$ cat src/rtl/psum_acc_reader.sv
// Fetches NUM_KIJ partial sums per output position from the psum SRAM, accumulates them per lane and applies optional ReLU.
// The first result is valid NUM_KIJ+2 cycles after start. While out_ready is low the result is held and no reads are issued.
module psum_acc_reader #(
  parameter int psum_bw   = 16,
  parameter int col       = 8,
  parameter int NUM_KIJ   = 9,
  parameter int NUM_OUT   = 36,
  parameter int ADD_WIDTH = 11
) (
  input  logic                     clk,
  input  logic                     reset,
  input  logic                     start,
  input  logic                     relu_en,
  output logic                     busy,
  output logic                     done,
  output logic                     sram_cen,
  output logic                     sram_wen,
  output logic [ADD_WIDTH-1:0]     sram_addr,
  input  logic [psum_bw*col-1:0]   sram_q,
  output logic                     out_valid,
  input  logic                     out_ready,
  output logic [psum_bw*col-1:0]   sfp_out
);

  localparam int KW = (NUM_KIJ > 1) ? $clog2(NUM_KIJ) : 1;
  localparam int OW = (NUM_OUT > 1) ? $clog2(NUM_OUT) : 1;
  localparam int DW = psum_bw * col;

  localparam logic [2:0] S_IDLE = 3'd0;
  localparam logic [2:0] S_READ = 3'd1;
  localparam logic [2:0] S_LAST = 3'd2;
  localparam logic [2:0] S_OUT  = 3'd3;
  localparam logic [2:0] S_DONE = 3'd4;

  logic [2:0]           state_q, state_d;
  logic [KW-1:0]        kij_q, kij_d;
  logic [OW-1:0]        onij_q, onij_d;
  logic [ADD_WIDTH-1:0] base_q, base_d;
  logic                 relu_q, relu_d;
  logic                 rd_vld_q, rd_vld_d;
  logic                 rd_first_q, rd_first_d;
  logic [DW-1:0]        acc_q, acc_d;

  always_comb begin
    state_d    = state_q;
    kij_d      = kij_q;
    onij_d     = onij_q;
    base_d     = base_q;
    relu_d     = relu_q;
    // Read data returns one cycle after issue; remember whether it starts a new sum.
    rd_vld_d   = (state_q == S_READ);
    rd_first_d = (kij_q == '0);
    case (state_q)
      S_IDLE: begin
        if (start) begin
          onij_d  = '0;
          kij_d   = '0;
          base_d  = '0;
          relu_d  = relu_en;
          state_d = S_READ;
        end
      end
      S_READ: begin
        if (kij_q == KW'(NUM_KIJ - 1)) begin
          state_d = S_LAST;
        end else begin
          kij_d  = kij_q + KW'(1);
          base_d = base_q + ADD_WIDTH'(NUM_OUT);
        end
      end
      S_LAST: state_d = S_OUT;
      S_OUT: begin
        if (out_ready) begin
          if (onij_q == OW'(NUM_OUT - 1)) begin
            state_d = S_DONE;
          end else begin
            onij_d  = onij_q + OW'(1);
            kij_d   = '0;
            base_d  = '0;
            state_d = S_READ;
          end
        end
      end
      S_DONE:  state_d = S_IDLE;
      default: state_d = S_IDLE;
    endcase
  end

  always_comb begin
    acc_d = acc_q;
    if (rd_vld_q) begin
      for (int c = 0; c < col; c++) begin
        acc_d[psum_bw*c +: psum_bw] = sram_q[psum_bw*c +: psum_bw] +
            (rd_first_q ? {psum_bw{1'b0}} : acc_q[psum_bw*c +: psum_bw]);
      end
    end
  end

  always_ff @(posedge clk) begin
    if (reset) begin
      state_q    <= S_IDLE;
      kij_q      <= '0;
      onij_q     <= '0;
      base_q     <= '0;
      relu_q     <= 1'b0;
      rd_vld_q   <= 1'b0;
      rd_first_q <= 1'b0;
      acc_q      <= '0;
    end else begin
      state_q    <= state_d;
      kij_q      <= kij_d;
      onij_q     <= onij_d;
      base_q     <= base_d;
      relu_q     <= relu_d;
      rd_vld_q   <= rd_vld_d;
      rd_first_q <= rd_first_d;
      acc_q      <= acc_d;
    end
  end

  always_comb begin
    sfp_out = acc_q;
    for (int c = 0; c < col; c++) begin
      if (relu_q && acc_q[psum_bw*c + psum_bw - 1]) begin
        sfp_out[psum_bw*c +: psum_bw] = {psum_bw{1'b0}};
      end
    end
  end

  assign busy      = (state_q == S_READ) || (state_q == S_LAST) || (state_q == S_OUT);
  assign done      = (state_q == S_DONE);
  assign out_valid = (state_q == S_OUT);
  assign sram_cen  = (state_q != S_READ);
  assign sram_wen  = 1'b1;
  assign sram_addr = (state_q == S_READ) ? (base_q + ADD_WIDTH'(onij_q)) : '0;

endmodule

$ cat config.mk
export PLATFORM = sky130hd
export DESIGN_NAME = psum_acc_reader
export DESIGN_NICKNAME = d
export VERILOG_FILES = /design/src/rtl/psum_acc_reader.sv
export SDC_FILE = /design/constraint.sdc
export NUM_CORES = 1
export LEC_CHECK = 0
export ABC_AREA = 1
export CAP_MARGIN = 10
export CORE_MARGIN = 4
export CORE_UTILIZATION = 55
export CTS_CLUSTER_SIZE = 25
export DETAILED_ROUTE_END_ITERATION = 12
export PLACE_DENSITY = 0.82
export RECOVER_POWER = 100
export SLEW_MARGIN = 10
export SYNTH_ARGS = -nofsm -noshare
export SYNTH_HDL_FRONTEND = slang
export SYNTH_SLANG_ARGS = --single-unit
$ cat constraint.sdc
create_clock -name clk -period 2.82 [get_ports clk]
set_input_delay 0.282 -clock clk [delete_from_list [all_inputs] [get_ports clk]]
set_output_delay 0.282 -clock clk [all_outputs]
set_load 0.005 [all_outputs]
==> results of run 1 <==
-- registers in the layout (all words and copies together), names as in the netlist --
| register | count |
|---|---|
| base_q | 9 |
| onij_q | 6 |
| state_q | 3 |
| kij_q | 4 |
| rd_first_q | 1 |
| relu_q | 1 |
| rd_vld_q | 1 |
| acc_q | 128 |
-- critical path: stages, from the launching register on --
cell	delay (ns)
dfxtp_2	0.41
ha_2	0.34
a21oi_2	0.20
o21ai_2	0.10
a21o_1	0.21
nand2_1	0.07
nand2_1	0.06
nor2_1	0.11
clkdlybuf4s50_1	0.51
-- layout make-up --
class                      instances  area share, %
antenna                            1         0.0134
clock buffer                      17           2.27
clock inverter                    15          0.789
inverter                         591           11.9
multi-input combinational       1881           50.6
sequential                       153           16.4
tap                              341           2.28
timing repair buffer             292           15.8
-- layer usage --
layer	track usage, %	up-vias
met3	5.02	70
li1	-	8665
met4	9.05	2
met2	49.0	517
met1	36.6	7447
met5	0	-
-- cell families (layout without fill, tap and decap cells) --
logic type                 Yosys count  count (layout)  share of synthesized area [%]
and+or+nand+nor                   1392            1392                           37.5
buffers and inverters              664             915                           16.7
AOI/OAI and AO/OA                  285             285                           9.79
DFF                                153             153                           20.3
adders and majority gates          137             137                           11.8
xor gates and xnor gates            65              65                           3.78
other                                2               3                         0.0499
-- per-stage QoR --
| stage | setup WS, ns | hold slack [ns] | power, mW | instances | cell area, µm² |
|---|---|---|---|---|---|
| floorplan | 0.436 | 0.449 | 4.44 | 2698 | 15100 |
| global placement | 0.451 | 0.464 | 5.52 | 3257 | 18200 |
| detailed placement | 0.377 | 0.469 | 5.59 | 3257 | 18200 |
| CTS | 0.00802 | 0.454 | 7.91 | 3289 | 18700 |
| global route | -0.0320 | 0.500 | 8.35 | 3291 | 18700 |
| finish | 0.0950 | 0.482 | 7.80 | 3291 | 18700 |
-- power groups by stage --
stage	clock (mW)	combinational, mW	sequential (mW)
2_1_floorplan	0	1.98	2.47
3_3_place_gp	0	3.02	2.50
3_5_place_dp	0	3.08	2.51
4_1_cts	2.34	3.11	2.46
5_1_grt	2.44	3.42	2.48
6_report	2.30	3.04	2.46
-- worst max-delay path by stage --
stage                          start  slack (ns)           end  cells after the start
after floorplan           rd_first_q        0.44    acc_q[120]                     12
after global placement     onij_q[3]        0.45  sram_addr[9]                     10
after detailed placement   onij_q[3]        0.38  sram_addr[9]                     10
after CTS                  onij_q[3]       0.008  sram_addr[9]                     10
after global routing       base_q[5]       -0.03  sram_addr[6]                      8
final                      base_q[5]         0.1  sram_addr[6]                      8
-- cells in the final DEF (no fill, tap or decap), types with 4 or more instances in the layout --
cell / netlist / layout
a21oi_1: 201 / 200
buf_12: 0 / 7
buf_4: 1 / 6
clkbuf_16: 0 / 17
clkdlybuf4s50_1: 0 / 156
dfxtp_1: 153 / 148
dfxtp_2: 0 / 4
dlygate4sd3_1: 0 / 118
fa_1: 8 / 8
ha_1: 129 / 127
inv_1: 589 / 590
inv_6: 0 / 8
inv_8: 0 / 5
nand2_1: 762 / 763
nand3_1: 194 / 195
nand4_1: 20 / 20
nor2_1: 372 / 375
nor3_1: 26 / 26
o211ai_1: 10 / 10
o21ai_0: 66 / 65
xor2_1: 63 / 63
-- repair_timing --
item | in CTS | in global routing
resized for setup | 2 | 7
endpoints found under the hold margin | 0 | 0
pin swaps | 0 | 1
endpoints found under the setup margin | 3 | 4
buffers inserted | 0 | 1
==> results.py, run 1 <==
metrics = {
    "pwr": {
        "p_sw_share_pct": 38.7,
        "leakage_nw": 10.9,
        "comb_power_share_pct": 39.0,
        "clkPwrFrac_pct": 29.5,
        "total_switching_power_mw": 3.02,
        "vdd_drop_max_v": 0.000333,
        "sequentialPowerShare_pct": 31.5,
        "internal_power_mw": 4.78,
        "power_density_nw_per_um2": 417,
    },
    "critical_path": {
        "path_max_fanout": 8,
        "end_kind": "output port",
        "critPathLaunchType": "flop",
        "worstSetupPathType": "flop to output port",
        "rr_endpoint": "acc_q[72]",
        "r2r-start": "rd_first_q",
        "worst-r2r-setup-slack_ns": 0.24,
        "required_ns": 2.54,
        "cp.arrival_ns": 2.44,
        "rr_worst_depth": 11,
    },
    "clock_network": {
        "root_buffer": "clkbuf_16",
        "postCtsHoldBufs": 0,
        "clk_latency_ns": 0.44,
        "cts_buffer_depth": 2,
        "cts_max_level": 4,
        "path_clk_slew_ns": 0.08,
        "cts_buffers": 17,
        "cts_tree": "yes",
        "clkSinkCount": 153,
    },
    "timing": {
        "tns_ns": 0,
        "max_freq_mhz": 367,
        "finalHoldViolations": 0,
        "worst_slew_pin_slew_ns": 1.74,
        "min_period_ns": 2.72,
        "setup_viol": 0,
        "fin_crit_sh_pct": 96.6,
        "slew_viol_final": 46,
        "max-slew-margin-rel_pct": -16.4,
        "finClkSkew_ns": 0.0127,
    },
    "routing": {
        "drtPass1Iterations": 6,
        "wirelength_mm": 44.1,
        "antenna_left": 0,
        "routedWlPerCell_um": 13.4,
        "dr_total_vias": 16700,
        "wl_met3_mm": 2.98,
        "drt-initial-drc-count": 1077,
        "detail_route.vias_per_cell": 5.07,
        "drc": 0,
        "highest_layer": "met5",
        "met1_length_mm": 19.5,
        "dr_wl_met2_mm": 20.5,
    },
    "cells_and_area": {
        "seqCellArea_um2": 3070,
        "fillerInstances": 2503,
        "syn_to_final_growth_pct": 24.3,
        "final_util_pct": 69.4,
        "drive_gt1_share_pct": 2.24,
        "multi_input_area_um2": 9460,
        "fin_nets": 3206,
    },
    "synth": {
        "synth_area_um2": 15100,
        "yosysTopAreaCellShare_pct": 20.3,
        "ys_warn_count": 0,
        "synth.most_common_cell": "nand2_1",
        "synth_edf_count": 0,
        "seq_area_frac_synth_pct": 20.3,
        "synth_area_per_cell_um2": 5.58,
        "ys_types": 36,
        "ys_ff_latch": 153,
        "synth_common_cells": "nand2_1, inv_1, nor2_1",
        "netlist_instances": 2698,
        "async_flop_share_pct": 0,
        "syn_nets": 2968,
        "post-synth-top-area-cell": "dfxtp_1",
        "synthTopCellsByArea": "dfxtp_1, nand2_1, inv_1, ha_1, nor2_1",
        "ys.flop_type": "dfxtp_1",
    },
    "flow_run": {
        "drv_cap": 1,
    },
    "place": {
        "post-dp-hpwl_mm": 33.3,
        "io_buffer_count": 275,
        "place_congestion": 0.931,
    },
    "grt": {
        "antenna_found_initial": 2,
        "grt_max_degree": 117,
        "grt_pass1_vias": 15600,
        "track_usage_pct": 28.6,
        "grt_pass1_wl_mm": 73.0,
        "grt_overflow": 0,
    },
    "outcome": {
        "outcome": "complete, but fails checks",
        "violations": "capacitance limit, slew limit",
    },
    "min_path": {
        "hold_depth": 2,
        "min_to": "acc_q[49]",
        "hold_start": "acc_q[49]",
        "worst_hold_path_type": "flop to flop",
    },
    "die": {
        "row_count": 60,
        "floorplan.initialDensity_pct": 55.9,
        "die_y_um": 173,
        "die_w_um": 173,
        "core_area_um2": 27000,
        "ios": 277,
        "die_area_um2": 30100,
    },
}
Note: power is estimated with default switching activity, not from simulation.
==> inputs of run 2 (changes only) <==
- ABC_AREA: 1 -> not set
- CORE_UTILIZATION: 55 -> 53
==> run 2 against run 1 <==
Compared with the run above:
- the run now ends clean
- largest power group is now clock
- area after synthesis down 14%
- wire length shrank 8.8%
- cell area is 7.3% lower
- count of clock-buffer cells in the layout increased by 2
- synthesized cell count down 39%
- highest routed layer unchanged
- critical path type is now flop to flop
- utilization up 2.1 points
- first-iteration DRC count down 17%
- via count down 20%
- maximum frequency fell by 1.5%
- clock power rose by 7%
- sequential power decreased by 3%
==> results.py, run 2 <==
metrics = {
    "synth": {
        "synth_area_um2": 13000,
        "seq_area_frac_synth_pct": 23.5,
        "synth_edf_count": 0,
        "synthTopCellsByArea": "dfxtp_1, ha_1, and2_1, nor2b_1, nor2_1",
        "ys_types": 69,
        "yosysTopAreaCellShare_pct": 23.5,
        "syn_nets": 1919,
        "netlist_instances": 1649,
        "ys_warn_count": 0,
        "synth.most_common_cell": "nor2_1",
        "post-synth-top-area-cell": "dfxtp_1",
        "ys.flop_type": "dfxtp_1",
        "synth_area_per_cell_um2": 7.89,
        "synth_common_cells": "nor2_1, dfxtp_1, ha_1",
        "ys_ff_latch": 153,
        "async_flop_share_pct": 0,
    },
    "die": {
        "die_y_um": 165,
        "core_area_um2": 24200,
        "row_count": 57,
        "die_area_um2": 27100,
        "die_w_um": 165,
        "floorplan.initialDensity_pct": 53.7,
        "ios": 277,
    },
    "timing": {
        "slew_viol_final": 0,
        "setup_viol": 0,
        "min_period_ns": 2.77,
        "rsz0062_at_grt": "yes",
        "fin_crit_sh_pct": 98.1,
        "max_freq_mhz": 361,
        "max-slew-margin-rel_pct": 34.9,
        "tns_ns": 0,
        "worst_slew_pin_slew_ns": 0.974,
        "finalHoldViolations": 0,
        "hold_ws_ns": 0.239,
        "finClkSkew_ns": 0.0161,
    },
    "critical_path": {
        "critPathLaunchType": "flop",
        "r2r-start": "rd_first_q",
        "path_cells": "buf_12, nor2b_4, ha_1, a211oi_4, o21ai_1, nor4b_2, buf_4, o21a_1, a311oi_2, buf_4, a2bb2oi_1, a31oi_1",
        "worst-r2r-setup-slack_ns": 0.05,
        "critPathMaxStageDelay_ns": 0.40,
        "crit_top_cell": "buf_4",
        "path_depth": 12,
        "cp.arrival_ns": 3.04,
        "rr_endpoint": "acc_q[79]",
        "rr_worst_depth": 12,
        "crit_slowest_cell": "dfxtp_4",
        "worst-path-buf-inv": 3,
        "path_max_fanout": 25,
        "worstSetupPathType": "flop to flop",
        "required_ns": 3.09,
        "critPathTopFamily": "compound AO/OA/AOI/OAI gates",
        "end_kind": "flop",
    },
    "pwr": {
        "comb_power_share_pct": 28.5,
        "clkPwrFrac_pct": 36.3,
        "total_switching_power_mw": 2.06,
        "vdd_drop_max_v": 0.000422,
        "internal_power_mw": 4.71,
        "power_density_nw_per_um2": 391,
        "sequentialPowerShare_pct": 35.1,
        "leakage_nw": 7.32,
        "p_sw_share_pct": 30.5,
    },
    "grt": {
        "grt_pass1_vias": 13000,
        "antenna_found_initial": 2,
        "grt_max_degree": 71,
        "grt_overflow": 0,
        "track_usage_pct": 28.0,
        "grt_pass1_wl_mm": 62.7,
    },
    "place": {
        "post-dp-hpwl_mm": 29.1,
        "place_area_um2": 16400,
        "dp_cells": 2233,
        "io_buffer_count": 275,
        "place_congestion": 0.928,
    },
    "cells_and_area": {
        "syn_to_final_growth_pct": 33.2,
        "drive_gt1_share_pct": 8.42,
        "fin_nets": 2206,
        "fillerInstances": 1941,
        "multi_input_area_um2": 9780,
        "mostFrequentLayoutCells": "clkdlybuf4s50_1, nor2_1, dfxtp_1",
        "stdcell_area_um2": 17300,
        "final_common_cell": "clkdlybuf4s50_1",
        "largest_register_ffs": 128,
        "final_util_pct": 71.5,
        "seqCellArea_um2": 3080,
        "instances_no_fill": 2275,
        "reg.largest.list": "acc_q: 128 flops, base_q: 9 flops, onij_q: 6 flops",
        "top_register": "acc_q",
    },
    "routing": {
        "wirelength_mm": 40.3,
        "antenna_left": 0,
        "routedWlPerCell_um": 17.7,
        "drtPass1Iterations": 5,
        "dr_total_vias": 13300,
        "drc": 0,
        "detail_route.vias_per_cell": 5.85,
        "drt-initial-drc-count": 897,
    },
    "outcome": {
        "outcome": "completed",
    },
    "clock_network": {
        "cts_buffers": 17,
        "clkSinkCount": 153,
        "cts_tree": "yes",
        "root_buffer": "clkbuf_16",
        "cts_buffer_depth": 2,
        "path_clk_slew_ns": 0.07,
        "cts_max_level": 4,
        "clk_latency_ns": 0.43,
        "postCtsHoldBufs": 0,
    },
    "flow_run": {
        "drv_cap": 0,
    },
    "min_path": {
        "hold_depth": 2,
        "hold_start": "reset",
        "min_to": "acc_q[20]",
        "worst_hold_path_type": "primary input to flop",
    },
}
[run 2: cell families after synthesis]
group	share of synthesized area [%]
xor gates and xnor gates	6.66
DFF	23.5
and+or+nand+nor	25.9
muxes	4.17
adders and majority gates	13.6
AOI/OAI and AO/OA	22.9
buffers and inverters	3.06
other	0.0577
[run 2: power by group through the flow]
stage / clock network (mW) / registers, mW / logic (mW)
after floorplan: 0 / 2.38 / 1.12
after global placement: 0 / 2.42 / 1.80
after detailed placement: 0 / 2.43 / 1.84
after CTS: 2.48 / 2.38 / 1.87
after global routing: 2.58 / 2.40 / 2.11
final: 2.46 / 2.38 / 1.93
[run 2: what timing repair did]
item                       4_1_cts  5_1_grt
pin swaps                        1       17
gates cloned                     0        1
setup buffers                    0        7
setup endpoints to repair        9       31
gates resized for setup         10       46
[run 2: how the worst max path moves through the flow]
stage	start	end	slack (ns)
2_1_floorplan	rd_first_q	acc_q[76]	-0.07
3_3_place_gp	sram_q[48]	acc_q[58]	-0.12
3_5_place_dp	rd_first_q	acc_q[79]	-0.19
4_1_cts	rd_first_q	acc_q[79]	-0.08
5_1_grt	base_q[4]	sram_addr[9]	-0.07
6_report	rd_first_q	acc_q[79]	0.05
[run 2: layout make-up]
type	count	area share (%)
clock buffer	19	2.61
tap	324	2.34
sequential	153	17.8
antenna	3	0.0433
timing repair buffer	341	19.2
clock inverter	12	0.946
multi-input combinational	1393	56.4
inverter	30	0.650
[run 2: through the flow]
step	setup WS, ns	total power, mW
final	0.0537	6.78
after global routing	-0.0749	7.09
after CTS	-0.0799	6.73
after detailed placement	-0.188	4.27
after global placement	-0.120	4.22
after floorplan	-0.0677	3.49
[run 2: per-layer routing]
metal	GRT usage, %	vias up	part of all wire, %
li1	-	6459	-
met4	10.5	2	3.4
met3	4.32	111	5.8
met5	0	-	0.032
met2	46.9	490	47
met1	36.6	6251	44
==> inputs of run 3 (changes only) <==
- CORE_MARGIN: 4 -> 3
==> run 3 against run 2 <==
Compared with the run above:
- register-to-register slack about the same
- wire length decreased by 0.88%
- largest cell class unchanged
- largest power group unchanged
- via count decreased by 0.68%
- hold slack improved by 0.018 ns
- critical path type unchanged
- maximum frequency decreased by 0.45%
- final cell count increased by 0.13%
- cell area about the same
==> results.py, run 3 (synthesized netlist as in run 2, its figures left out) <==
metrics = {
    "die": {
        "die_area_um2": 26500,
        "die_w_um": 163,
        "die_y_um": 163,
        "core_area_um2": 23800,
        "ios": 277,
        "row_count": 56,
        "floorplan.initialDensity_pct": 54.6,
    },
    "cells_and_area": {
        "multi_input_area_um2": 9780,
        "fillerInstances": 1856,
        "reg.largest.list": "acc_q: 128 flops, base_q: 9 flops, onij_q: 6 flops",
        "syn_to_final_growth_pct": 33.3,
        "fin_nets": 2215,
        "drive_gt1_share_pct": 8.84,
        "top_register": "acc_q",
        "final_common_cell": "clkdlybuf4s50_1",
        "largest_register_ffs": 128,
        "seqCellArea_um2": 3080,
        "mostFrequentLayoutCells": "clkdlybuf4s50_1, nor2_1, dfxtp_1",
    },
    "pwr": {
        "leakage_nw": 7.35,
        "power_mw": 6.74,
        "vdd_drop_max_v": 0.000382,
        "power_density_nw_per_um2": 389,
    },
    "timing": {
        "rsz0062_at_grt": "yes",
        "min_period_ns": 2.78,
        "setup_ws_ns": 0.0411,
        "finClkSkew_ns": 0.0173,
        "worst_slew_pin_slew_ns": 1.45,
        "max_freq_mhz": 360,
        "max-slew-margin-rel_pct": 3.40,
        "finalHoldViolations": 0,
        "setup_viol": 0,
        "fin_crit_sh_pct": 98.5,
        "slew_viol_final": 0,
    },
    "critical_path": {
        "cp.arrival_ns": 3.05,
        "path_max_fanout": 10,
        "crit_slowest_cell": "dfxtp_4",
        "worstSetupPathType": "flop to flop",
        "path_cells": "buf_12, nor2b_2, ha_1, a211oi_2, o21ai_1, nor4b_2, buf_4, o21a_1, a311oi_1, buf_4, a2bb2oi_1, a31oi_1",
        "rr_endpoint": "acc_q[79]",
        "worst-r2r-setup-slack_ns": 0.04,
        "rr_worst_depth": 12,
        "end_kind": "flop",
        "worst-path-buf-inv": 3,
        "critPathMaxStageDelay_ns": 0.39,
        "crit_top_cell": "buf_4",
        "critPathTopFamily": "compound AO/OA/AOI/OAI gates",
        "required_ns": 3.09,
        "r2r-start": "rd_first_q",
        "critPathLaunchType": "flop",
    },
    "grt": {
        "grt_util_met1_pct": 37.3,
        "grt_pass1_vias": 12700,
        "grt_overflow": 0,
        "grt.busiest_layer": "met2",
        "grt_pass1_wl_mm": 62.9,
        "use_met2_pct": 48.9,
        "track_usage_pct": 28.8,
        "antenna_found_initial": 3,
        "grt_max_degree": 48,
        "grtUsageMet3_pct": 4.45,
    },
    "clock_network": {
        "cts_max_level": 4,
        "clk_latency_ns": 0.43,
        "cts_buffers": 17,
        "postCtsHoldBufs": 0,
        "clkSinkCount": 153,
        "cts_tree": "yes",
        "cts_buffer_depth": 2,
        "path_clk_slew_ns": 0.07,
        "root_buffer": "clkbuf_16",
    },
    "routing": {
        "dr_total_vias": 13200,
        "drc": 0,
        "wirelength_mm": 39.9,
        "drt-initial-drc-count": 854,
        "routedWlPerCell_um": 17.5,
        "detail_route.vias_per_cell": 5.80,
        "antenna_left": 0,
        "drtPass1Iterations": 6,
    },
    "flow_run": {
        "drv_cap": 0,
    },
    "place": {
        "pre_cts_ws_ns": -0.116,
        "place_congestion": 0.921,
        "io_buffer_count": 275,
        "post-dp-hpwl_mm": 29.6,
    },
    "min_path": {
        "min_to": "acc_q[20]",
        "hold_depth": 2,
        "worst_hold_path_type": "primary input to flop",
        "hold_start": "reset",
    },
    "outcome": {
        "outcome": "completed",
    },
}
==> run 3: cell types whose count changed in the layout (fill, tap and decap cells not counted), moves of 4 or more <==
| cell | change |
|---|---|
| clkbuf_1 | +4 |
| inv_6 | +4 |
| nor2b_2 | +4 |
| clkbuf_4 | +4 |
| dlygate4sd3_1 | +9 |
| clkdlybuf4s50_1 | -9 |
==> run 3: worst register-to-register path: stages (launching register included) <==
cell and delay (ns):
dfxtp_4 0.39, buf_12 0.15, nor2b_2 0.17, ha_1 0.29, a211oi_2 0.29, o21ai_1 0.16, nor4b_2 0.18, buf_4 0.15
o21a_1 0.18, a311oi_1 0.28, buf_4 0.17, a2bb2oi_1 0.15, a31oi_1 0.09
==> run 3: worst max-delay path by stage <==
stage	startpoint	end	depth (start not counted)
after floorplan	rd_first_q	acc_q[76]	13
after global placement	sram_q[48]	acc_q[58]	10
after detailed placement	sram_q[48]	acc_q[58]	10
after CTS	base_q[2]	sram_addr[10]	8
after global routing	rd_first_q	acc_q[79]	12
final	rd_first_q	acc_q[79]	12
==> run 3: per-stage QoR <==
| step | setup TNS, ns | util (%) | hold WS, ns | cell area [µm²] | std cells |
|---|---|---|---|---|---|
| after floorplan | -0.131 | - | 0.426 | 13000 | 1649 |
| after global placement | -0.116 | 69.1 | 0.434 | 16500 | 2237 |
| after detailed placement | -0.416 | 69.1 | 0.443 | 16500 | 2237 |
| after CTS | 0 | 71.7 | 0.254 | 17100 | 2269 |
| after global routing | -0.159 | 72.8 | 0.275 | 17300 | 2278 |
| final | 0 | 72.8 | 0.257 | 17300 | 2278 |
==> run 3: where the power goes <==
| part | switching, mW | internal, mW |
|---|---|---|
| Sequential | 0.106 | 2.28 |
| Clock | 1.06 | 1.37 |
| Combinational | 0.948 | 0.986 |
| Total | 2.11 | 4.63 |
==> run 3: repair_timing <==
action,4_1_cts,5_1_grt
endpoints found under the setup margin,44,33
gates resized for setup,6,52
setup buffers,0,8
pin swaps,1,17
gates cloned,0,0
==> run 3: final cells by class <==
| class | instances | area share [%] |
|---|---|---|
| Multi-Input combinational cell | 1393 | 56.4 |
| Clock inverter | 14 | 0.981 |
| Antenna cell | 1 | 0.0144 |
| Tap cell | 319 | 2.30 |
| Sequential cell | 153 | 17.8 |
| Clock buffer | 18 | 2.53 |
| Inverter | 30 | 0.649 |
| Timing Repair Buffer | 350 | 19.4 |
==> run 3: metal layers <==
layer,up-vias,share of wire [%]
met4,4,2.6
met1,6285,44
met3,71,5.2
met2,384,48
li1,6479,-
met5,-,0.078
